[src/rtl/noc16_result_sink.sv]
// Result sink for a NoC16 receive port: good frames go into a show-ahead FIFO,
// bad-command frames are counted and dropped, and sticky error flags are kept.
module noc16_result_sink #(
  parameter logic [7:0] EXPECT_CMD = 8'hEF,
  parameter int         DEPTH      = 4
) (
  input  logic        clk,
  input  logic        reset,
  input  logic [63:0] Ksubs3_Noc16_RxData_lo,
  input  logic [7:0]  Ksubs3_Noc16_RxData_cmd,
  input  logic        Ksubs3_Noc16_RxData_valid,
  output logic        Ksubs3_Noc16_RxData_rdy,
  input  logic        pop,
  output logic        result_valid,
  output logic [31:0] result_hi,
  output logic [31:0] result_lo,
  output logic [15:0] frame_count,
  output logic [7:0]  bad_cmd_count,
  output logic [7:0]  ksubsAbendSyndrome,
  output logic [7:0]  ksubsGpioLeds
);

  localparam int AW = $clog2(DEPTH);
  typedef logic [AW:0] occ_t;
  localparam occ_t FULL = occ_t'(DEPTH);

  logic [63:0]   mem [DEPTH];
  logic [AW-1:0] wr_ptr;
  logic [AW-1:0] rd_ptr;
  occ_t          occupancy;
  logic [63:0]   last_q;
  logic          syn_bad_cmd;
  logic          syn_underflow;
  logic          syn_wrap;

  logic accept;
  logic good;
  logic bad;
  logic pop_ok;
  logic underflow;
  logic [63:0] head;

  // Ready is gated by reset so nothing is consumed while the block is held.
  assign Ksubs3_Noc16_RxData_rdy = (occupancy != FULL) && !reset;
  assign accept    = Ksubs3_Noc16_RxData_valid && Ksubs3_Noc16_RxData_rdy;
  assign good      = accept && (Ksubs3_Noc16_RxData_cmd == EXPECT_CMD);
  assign bad       = accept && (Ksubs3_Noc16_RxData_cmd != EXPECT_CMD);
  assign result_valid = (occupancy != '0);
  assign pop_ok    = pop && result_valid;
  assign underflow = pop && !result_valid;
  assign head      = mem[rd_ptr];

  // When empty, present the last popped entry (zero after reset).
  assign {result_hi, result_lo} = result_valid ? head : last_q;
  assign ksubsAbendSyndrome = {syn_wrap, 5'b0, syn_underflow, syn_bad_cmd};

  // NOTE: the storage array carries no reset; occupancy gates every read, so stale
  // contents are never observed and the array can map onto plain RAM.
  always_ff @(posedge clk) begin
    if (good) mem[wr_ptr] <= Ksubs3_Noc16_RxData_lo;
  end

  always_ff @(posedge clk or posedge reset) begin
    if (reset) begin
      wr_ptr        <= '0;
      rd_ptr        <= '0;
      occupancy     <= '0;
      last_q        <= '0;
      frame_count   <= '0;
      bad_cmd_count <= '0;
      ksubsGpioLeds <= '0;
      syn_bad_cmd   <= 1'b0;
      syn_underflow <= 1'b0;
      syn_wrap      <= 1'b0;
    end else begin
      if (good) begin
        wr_ptr      <= wr_ptr + 1'b1;
        frame_count <= frame_count + 16'd1;
        if (frame_count == 16'hFFFF) syn_wrap <= 1'b1;
      end
      if (pop_ok) begin
        rd_ptr        <= rd_ptr + 1'b1;
        last_q        <= head;
        ksubsGpioLeds <= head[7:0];
      end
      case ({good, pop_ok})
        2'b10:   occupancy <= occupancy + 1'b1;
        2'b01:   occupancy <= occupancy - 1'b1;
        default: occupancy <= occupancy;
      endcase
      if (bad) begin
        syn_bad_cmd <= 1'b1;
        if (bad_cmd_count != 8'hFF) bad_cmd_count <= bad_cmd_count + 8'd1;
      end
      if (underflow) syn_underflow <= 1'b1;
    end
  end

endmodule

[config.mk]
export PLATFORM = sky130hd
export DESIGN_NAME = noc16_result_sink
export DESIGN_NICKNAME = d
export VERILOG_FILES = /design/src/rtl/noc16_result_sink.sv
export SDC_FILE = /design/constraint.sdc
export NUM_CORES = 1
export LEC_CHECK = 0
export CAP_MARGIN = 30
export CORE_MARGIN = 2
export CORE_UTILIZATION = 50
export DETAILED_ROUTE_END_ITERATION = 10
export GPL_ROUTABILITY_DRIVEN = 0
export PLACE_DENSITY = 0.76
export SYNTH_ARGS = -nofsm -noshare
export SYNTH_HDL_FRONTEND = slang
export SYNTH_SLANG_ARGS = --single-unit
[constraint.sdc]
create_clock -name clk -period 3.3 [get_ports clk]
set_input_delay 0.495 -clock clk [delete_from_list [all_inputs] [get_ports clk]]
set_output_delay 0.495 -clock clk [all_outputs]
set_load 0.1 [all_outputs]
==> results of run 1 <==
logic make-up (layout without fill, tap and decap cells):
family | after synthesis | in the layout | synth area share
AOI/OAI and AO/OA | 5 | 5 | 0.00234
other | 1 | 7 | 0.000260
buffers and inverters | 65 | 272 | 0.0295
and+or+nand+nor | 257 | 257 | 0.0768
adders and majority gates | 8 | 8 | 0.00747
muxes | 132 | 132 | 0.164
DFF | 354 | 354 | 0.704
xor gates and xnor gates | 27 | 27 | 0.0164
worst register-to-register path, stage by stage, from the launching register on:
cell,delay (ns)
sky130_fd_sc_hd__dfrtp_1,0.42
sky130_fd_sc_hd__or3_4,0.56
sky130_fd_sc_hd__buf_12,0.41
sky130_fd_sc_hd__nand2_4,0.10
sky130_fd_sc_hd__inv_2,0.07
sky130_fd_sc_hd__buf_4,0.68
sky130_fd_sc_hd__nand2_1,0.17
sky130_fd_sc_hd__xnor2_1,0.16
metal layers:
layer,GRT usage,wire [um],vias to the layer above
met1,0.259,11900,3891
met4,0.0543,649,0
li1,-,-,3479
met3,0.0377,1650,49
met5,0,0,-
met2,0.308,13600,223
synthesized netlist by cell type, drive strengths merged:
master | count | area (um2)
nor4 | 5 | 46.3
mux4 | 64 | 1440
fa | 1 | 20.0
xor2 | 9 | 78.8
o21bai | 2 | 15.0
and2 | 7 | 43.8
nor2 | 9 | 33.8
clkbuf | 7 | 26.3
or3 | 1 | 6.26
xnor2 | 18 | 158
mux2 | 67 | 905
o21ai | 2 | 10.0
nand4 | 12 | 75.1
nand4b | 1 | 8.76
and4 | 1 | 8.76
dfrtp | 98 | 2450
nand2b | 2 | 12.5
edfxtp | 256 | 7690
nand2 | 199 | 747
ha | 7 | 87.6
inv | 9 | 33.8
buf | 49 | 365
a31o | 1 | 8.76
or2 | 1 | 6.26
nand3 | 12 | 60.1
and3 | 2 | 12.5
nor3 | 2 | 15.0
nor4b | 2 | 17.5
conb | 1 | 3.75
mux2i | 1 | 10.0
nor3b | 1 | 12.5
state kept, by name, summed over array words and instances, names as in the netlist:
| name | flops |
|---|---|
| ksubsGpioLeds | 7 |
| rd_ptr | 2 |
| last_q | 57 |
| wr_ptr | 2 |
| mem | 256 |
| frame_count | 16 |
| occupancy | 3 |
| syn_wrap | 1 |
| syn_bad_cmd | 1 |
| bad_cmd_count | 8 |
| syn_underflow | 1 |
metrics by stage:
| step | worst slack, ns | hold WS, ns | utilization | cells |
|---|---|---|---|---|
| floorplan | 0.00224 | 0.442 | - | 853 |
| global placement | 0.530 | 0.454 | 0.595 | 1377 |
| detailed placement | 0.485 | 0.460 | 0.595 | 1377 |
| CTS | 0.114 | 0.309 | 0.637 | 1444 |
| global route | 0.0603 | 0.345 | 0.637 | 1445 |
| finish | 0.186 | 0.318 | 0.637 | 1446 |
worst paths after layout:
| path | start | end | slack, ns | cells after the start |
|---|---|---|---|---|
| max | rd_ptr[0]$_DFFE_PP0P_ | result_lo[14] | 0.19 | 4 |
| min | reset | last_q[43]$_DFFE_PP0P_ | 0.32 | 2 |
| max reg2reg | occupancy[0]$_DFFE_PP0P_ | rd_ptr[1]$_DFFE_PP0P_ | 0.60 | 7 |
| min reg2reg | last_q[49]$_DFFE_PP0P_ | last_q[49]$_DFFE_PP0P_ | 0.47 | 2 |
| max in group asynchronous | reset | rd_ptr[0]$_DFFE_PP0P_ | 2.35 | 3 |
| min in group clk | last_q[49]$_DFFE_PP0P_ | last_q[49]$_DFFE_PP0P_ | 0.47 | 2 |
final cells by class:
| type | instances | area [um2] |
|---|---|---|
| clock buffer | 55 | 1060 |
| inverter | 9 | 36.3 |
| clock inverter | 12 | 144 |
| tap | 384 | 480 |
| antenna | 2 | 5.00 |
| sequential | 354 | 10100 |
| fill | 2046 | 10400 |
| timing repair buffer | 196 | 2430 |
| multi-input combinational | 434 | 3880 |
cells in the final DEF, fill, tap and decap left out, types with 3 or more instances in the layout:
| cell type | netlist | final |
|---|---|---|
| sky130_fd_sc_hd__mux2_4 | 40 | 40 |
| sky130_fd_sc_hd__inv_1 | 8 | 7 |
| sky130_fd_sc_hd__bufinv_16 | 0 | 3 |
| sky130_fd_sc_hd__clkdlybuf4s50_1 | 0 | 102 |
| sky130_fd_sc_hd__buf_4 | 24 | 38 |
| sky130_fd_sc_hd__clkinv_2 | 0 | 5 |
| sky130_fd_sc_hd__nor2_1 | 9 | 9 |
| sky130_fd_sc_hd__nand2_1 | 199 | 198 |
| sky130_fd_sc_hd__mux2_2 | 27 | 27 |
| sky130_fd_sc_hd__buf_12 | 0 | 56 |
| sky130_fd_sc_hd__clkbuf_1 | 7 | 11 |
| sky130_fd_sc_hd__nand3_1 | 12 | 12 |
| sky130_fd_sc_hd__nand4_1 | 12 | 12 |
| sky130_fd_sc_hd__nor4_1 | 4 | 4 |
| sky130_fd_sc_hd__clkbuf_16 | 0 | 37 |
| sky130_fd_sc_hd__mux4_2 | 64 | 64 |
| sky130_fd_sc_hd__dfrtp_1 | 98 | 96 |
| sky130_fd_sc_hd__xor2_1 | 9 | 9 |
| sky130_fd_sc_hd__edfxtp_1 | 256 | 256 |
| sky130_fd_sc_hd__and2_4 | 0 | 4 |
| sky130_fd_sc_hd__conb_1 | 1 | 5 |
| sky130_fd_sc_hd__clkbuf_8 | 0 | 7 |
| sky130_fd_sc_hd__ha_1 | 7 | 7 |
| sky130_fd_sc_hd__xnor2_1 | 18 | 18 |
==> run metrics, run 1 <==
run status=finished, final reports clean; slowest stage cell, crit path=sky130_fd_sc_hd__dfrtp_4; clock-pin transition on the worst setup and hold timing paths=around 0.06 ns; worst-case clock buffer depth=3; Clk Tree Root Cell=sky130_fd_sc_hd__clkbuf_16; overall track demand over capacity in global routing=0.188; clock tree sinks=354; PostCTS Resize Cnt=0; H-tree depth=2; initial detailed-routing violation count=595; maximum number of pins on one net before global-route repair=66; cts bufs inserted=37; actual slew at the worst max-slew pin=0.990 ns; per-cell via count in the routed design=5.28; Vert. Die Dim=174 um; sum of net half-perimeters after detailed placement=16800 um; count of hold buffers inserted by post-cts repair=0; overall overflow remaining after global route=0; Buf+Inv Stages, Crit Path=2; cell count after synthesis=849; Fmax achieved=0.321 GHz; Vias=7642; number of synthesized register bits=354; time the worst path needs with I/O delays and setup=just over 3 ns; final critical-path share of the clock period=0.944; vias in the first global route=between 8000 and 9000; endpoints failing hold=0; standard-cell row count=62; setup tns final=0 ns; global-route wire length before repair=44500 um; number of iterations in the first detailed-routing pass=4; type of the setup path with the least slack=reg -> out; final worst clock skew=0.0110 ns; number of nets still failing antenna checks after routing=0; number of pins exceeding their max-slew limit in the final report=0; fraction of layout cells with a size suffix above 1=0.277; maximum cell stage delay along the critical path=just over 0.7 ns; Hold/Removal Path Class=in -> async; floorplan core area=0.0285 mm2; setup repair after global routing missed its margin=no; sum of routed wire length over all layers=27900 um; floorplan die width=174 um; Avg Inst Size Synth=17.0 um2; initial antenna violation count=2; number of placed I/O pins=182; largest fanout of any net on the critical path=21; total non-filler cell area in the finished layout=about 0.018 mm2; # Post-CTS Setup Buffers=0; kind of start point of the critical path=flop; endpoints failing setup=0; Die ar.=just over 0.03 mm2; CTS tree=built; Netlist Area Pre-Place=about 0.014 mm2; sequence of cells on the critical path=buf_4, mux4_2, mux2_2, buf_12; routed length per instance=19.3 um; kind of end point of the critical path=output pin; clock latency at the later pin of the worst-skew pair=approximately 0.5 ns; number of nets in the layout=1116; relative slew slack=0.338; count of maximum capacitance violations=0; Area growth syn-to-layout=26.2%; required time worst endpoint=between 2 and 3 ns; starting density of the core=0.505; Crit path arrival time=2.62 ns; standard cell area after detailed placement=0.0170 mm2; number of buffers added on ports=176; DRC errors left=0; sequential-to-total area share from yosys stat=0.704; number of distinct standard cells referenced by the synthesized netlist=39; number of synthesis warnings=0; family of cells with the greatest summed delay on the critical path=multiplexers
Power of run 1 is left out: the tool's default activity adds up to more than one toggle a clock period on the data nets, which glitch-free logic cannot reach.
==> run 2, diff against run 1 <==
- MAX_ROUTING_LAYER: not set -> met4
==> run metrics, run 2 (same netlist as run 1, synthesis figures left out) <==
commonest cells after routing, fill and taps aside=sky130_fd_sc_hd__edfxtp_1 (256), sky130_fd_sc_hd__nand2_1 (198), sky130_fd_sc_hd__clkdlybuf4s50_1 (102); DRC errors left=0; required time worst endpoint=2.80 ns; global-route wire length before repair=44500 um; type of the setup path with the least slack=reg -> out; count of maximum capacitance violations=0; endpoints failing setup=0; kind of end point of the critical path=output pin; number of iterations in the first detailed-routing pass=4; Vert. Die Dim=174 um; CTS tree=built; initial detailed-routing violation count=between 600 and 700; clock-pin transition on the worst setup and hold timing paths=0.06 ns; sum of routed wire length over all layers=27800 um; worst-case clock buffer depth=3; cts bufs inserted=37; setup repair after global routing missed its margin=no; # Post-CTS Setup Buffers=0; most common cell after layout, fill and taps aside=sky130_fd_sc_hd__edfxtp_1; relative slew slack=0.338; overall track demand over capacity in global routing=0.194; clock latency at the later pin of the worst-skew pair=0.50 ns; register-to-register setup slack=approximately 0.60 ns; number of pins exceeding their max-slew limit in the final report=0; overall overflow remaining after global route=0; floorplan core area=between 0.02 and 0.03 mm2; count of hold buffers inserted by post-cts repair=0; Largest register FFs=around 260; Largest Register=mem; floorplan die width=174 um; per-cell via count in the routed design=5.26; cell depth of the worst flop-to-flop path=7; setup tns final=0 ns; startpoint of the most critical register-to-register path=occupancy[0]$_DFFE_PP0P_; biggest registers after layout=mem: 256 flops, last_q: 57 flops, frame_count: 16 flops; clock tree sinks=354; vias in the first global route=8141; number of nets still failing antenna checks after routing=0; end of the worst register-to-register path=rd_ptr[1]$_DFFE_PP0P_; fraction of layout cells with a size suffix above 1=0.277; initial antenna violation count=2; number of placed I/O pins=182; final critical-path share of the clock period=0.941; number of buffers added on ports=around 180; critical path startpoint=rd_ptr[0]$_DFFE_PP0P_; number of nets in the layout=1116; standard-cell row count=62; starting density of the core=0.505; PostCTS Resize Cnt=0; largest fanout of any net on the critical path=21; endpoints failing hold=0; routed length per instance=19.3 um; Vias=7609; Die ar.=0.0302 mm2; Hold/Removal Path Class=in -> async; Clk Tree Root Cell=sky130_fd_sc_hd__clkbuf_16; H-tree depth=2; actual slew at the worst max-slew pin=0.989 ns; maximum number of pins on one net before global-route repair=66; Area growth syn-to-layout=26.2%; Fmax achieved=0.322 GHz; sum of net half-perimeters after detailed placement=16800 um; final worst clock skew=between 0.01 and 0.015 ns; kind of start point of the critical path=flop; time the worst path needs with I/O delays and setup=3.11 ns; run status=finished, final reports clean; Crit path arrival time=2.61 ns
## run 2: cell counts in the layout (fill, tap and decap cells not counted)
No cell type changed its count.
## run 2: area by class of cell
type | count | area (um2)
fillers | 2046 | 10400
well taps | 384 | 480
diodes | 2 | 5.00
clock inverters | 12 | 144
multi-input cells | 434 | 3880
repair buffers | 196 | 2430
inverters | 9 | 36.3
flip-flops and latches | 354 | 10100
clock buffers | 55 | 1060
## run 2: through the flow
step | setup slack, ns | utilization | instance area (um2) | std cells | hold WS [ns]
floorplan | 0.00224 | - | 14400 | 853 | 0.442
global placement | 0.530 | 0.595 | 17000 | 1377 | 0.454
detailed placement | 0.485 | 0.595 | 17000 | 1377 | 0.460
CTS | 0.114 | 0.637 | 18200 | 1444 | 0.309
global route | 0.0603 | 0.637 | 18200 | 1446 | 0.345
finish | 0.195 | 0.637 | 18200 | 1446 | 0.320
## run 2: worst max path at each step
stage	cells past startpoint	slack [ns]	to
global placement	10	0.53	occupancy[2]$_DFFE_PP0P_
finish	4	0.19	result_lo[14]
floorplan	4	0.002	mem[0][0]$_DFFE_PP_
global route	4	0.06	result_lo[14]
detailed placement	10	0.49	occupancy[2]$_DFFE_PP0P_
CTS	4	0.11	result_lo[14]
## run 2: worst max-delay path: stages, from the launching register on
cell and delay (ns):
sky130_fd_sc_hd__dfrtp_4 0.72, sky130_fd_sc_hd__buf_4 0.32, sky130_fd_sc_hd__mux4_2 0.55, sky130_fd_sc_hd__mux2_2 0.32
sky130_fd_sc_hd__buf_12 0.17
## run 2: routing by layer
metal	vias up	track usage	wire length, um
li1	3479	-	-
met1	3882	0.260	12000
met2	202	0.308	13700
met3	46	0.0364	1530
met4	0	0.0543	625
met5	-	-	0
Power of run 2 is left out for the same reason.
==> run 3, diff against run 2 <==
- CTS_BUF_LIST: not set -> sky130_fd_sc_hd__clkbuf_16
- PLACE_DENSITY: 0.76 -> 0.83
==> run metrics, run 3 (same netlist as run 1, synthesis figures left out) <==
fill cell total of the finished layout=roughly 2000; floorplan die width=174 um; number of placed I/O pins=about 180; Die ar.=0.0302 mm2; routed length per instance=between 15 and 20 um; time the worst path needs with I/O delays and setup=2.99 ns; final worst clock skew=0.0131 ns; Area growth syn-to-layout=26.1%; biggest registers after layout=mem: 256 flops, last_q: 57 flops, frame_count: 16 flops; setup tns final=0 ns; starting density of the core=0.505; clock latency at the later pin of the worst-skew pair=0.51 ns; type of the setup path with the least slack=reg -> out; endpoints failing setup=0; relative slew slack=0.342; overall overflow remaining after global route=0; commonest cells after routing, fill and taps aside=sky130_fd_sc_hd__edfxtp_1 (256), sky130_fd_sc_hd__nand2_1 (198), sky130_fd_sc_hd__clkdlybuf4s50_1 (101); fraction of layout cells with a size suffix above 1=0.272; clock-pin transition on the worst setup and hold timing paths=0.06 ns; area used by multi-input combinational logic=around 0.0039 mm2; sum of routed wire length over all layers=28400 um; clock tree sinks=354; Vert. Die Dim=174 um; number of nets still failing antenna checks after routing=0; Largest register FFs=between 200 and 300; kind of end point of the critical path=output pin; worst-case clock buffer depth=3; number of nets in the layout=approximately 1100; DRC errors left=0; most common cell after layout, fill and taps aside=sky130_fd_sc_hd__edfxtp_1; sum of net half-perimeters after detailed placement=17300 um; Clk Tree Root Cell=sky130_fd_sc_hd__clkbuf_16; actual slew at the worst max-slew pin=approximately 0.98 ns; run status=finished, final reports clean; register-to-register setup slack=0.93 ns; number of iterations in the first detailed-routing pass=5; H-tree depth=2; critical path startpoint=rd_ptr[0]$_DFFE_PP0P_; number of pins exceeding their max-slew limit in the final report=0; standard-cell row count=62; kind of start point of the critical path=flop; required time worst endpoint=approximately 2.8 ns; vias in the first global route=8004; cts bufs inserted=37; per-cell via count in the routed design=5.33; Vias=7712; overall track demand over capacity in global routing=0.199; CTS tree=built; Hold/Removal Path Class=in -> async; floorplan core area=0.0285 mm2; Largest Register=mem; number of buffers added on ports=176; endpoints failing hold=0; maximum number of pins on one net before global-route repair=between 60 and 70; initial detailed-routing violation count=680; count of maximum capacitance violations=0; setup repair after global routing missed its margin=no; final critical-path share of the clock period=0.906; Sequential cell area=about 0.010 mm2; initial antenna violation count=1; startpoint of the most critical register-to-register path=occupancy[0]$_DFFE_PP0P_; largest fanout of any net on the critical path=14; Crit path arrival time=2.49 ns; global-route wire length before repair=45400 um; Fmax achieved=about 0.33 GHz
## run 3: path summary, 6_finish.rpt
path                                               to  depth (start not counted)
max in group asynchronous  frame_count[5]$_DFFE_PP0P_                          3
min                            last_q[51]$_DFFE_PP0P_                          2
min in group clk               last_q[57]$_DFFE_PP0P_                          2
max reg2reg                    last_q[38]$_DFFE_PP0P_                          6
max                                     result_hi[12]                          4
min reg2reg                    last_q[57]$_DFFE_PP0P_                          2
## run 3: what timing repair did
action | in CTS | in global routing
hold buffers | 0 | 0
setup endpoints to repair | 0 | 9
gates resized for setup | 0 | 0
setup buffers | 0 | 1
## run 3: routing by layer
| layer | vias up | wire length (um) | GRT usage |
|---|---|---|---|
| li1 | 3494 | - | - |
| met1 | 3914 | 12000 | 0.264 |
| met2 | 268 | 14200 | 0.324 |
| met3 | 36 | 1820 | 0.0384 |
| met4 | 0 | 396 | 0.0410 |
| met5 | - | 0 | - |
## run 3: critical path, cell delays in order (launching register included)
cell and delay (ns):
sky130_fd_sc_hd__dfrtp_4 0.64, sky130_fd_sc_hd__buf_4 0.28, sky130_fd_sc_hd__mux4_2 0.55, sky130_fd_sc_hd__mux2_4 0.27
sky130_fd_sc_hd__buf_4 0.23
## run 3: final cells by class
cell class / instances / share of cell area
antenna: 1 / 0.000138
clock buffer: 40 / 0.0551
clock inverter: 28 / 0.00819
inverter: 9 / 0.00200
multi-input combinational: 434 / 0.214
sequential: 354 / 0.558
tap: 384 / 0.0264
timing repair buffer: 198 / 0.136
## run 3: per-stage QoR
stage / setup WS [ns] / instances / hold WS, ns / cell area [um2] / util
after CTS: 0.0359 / 1446 / 0.391 / 18200 / 0.636
after detailed placement: 0.473 / 1378 / 0.459 / 17000 / 0.596
after global routing: 0.202 / 1448 / 0.400 / 18200 / 0.637
final: 0.310 / 1448 / 0.390 / 18200 / 0.637
after floorplan: 0.00224 / 853 / 0.442 / 14400 / -
after global placement: 0.549 / 1378 / 0.453 / 17000 / 0.596
Power of run 3 is left out for the same reason.
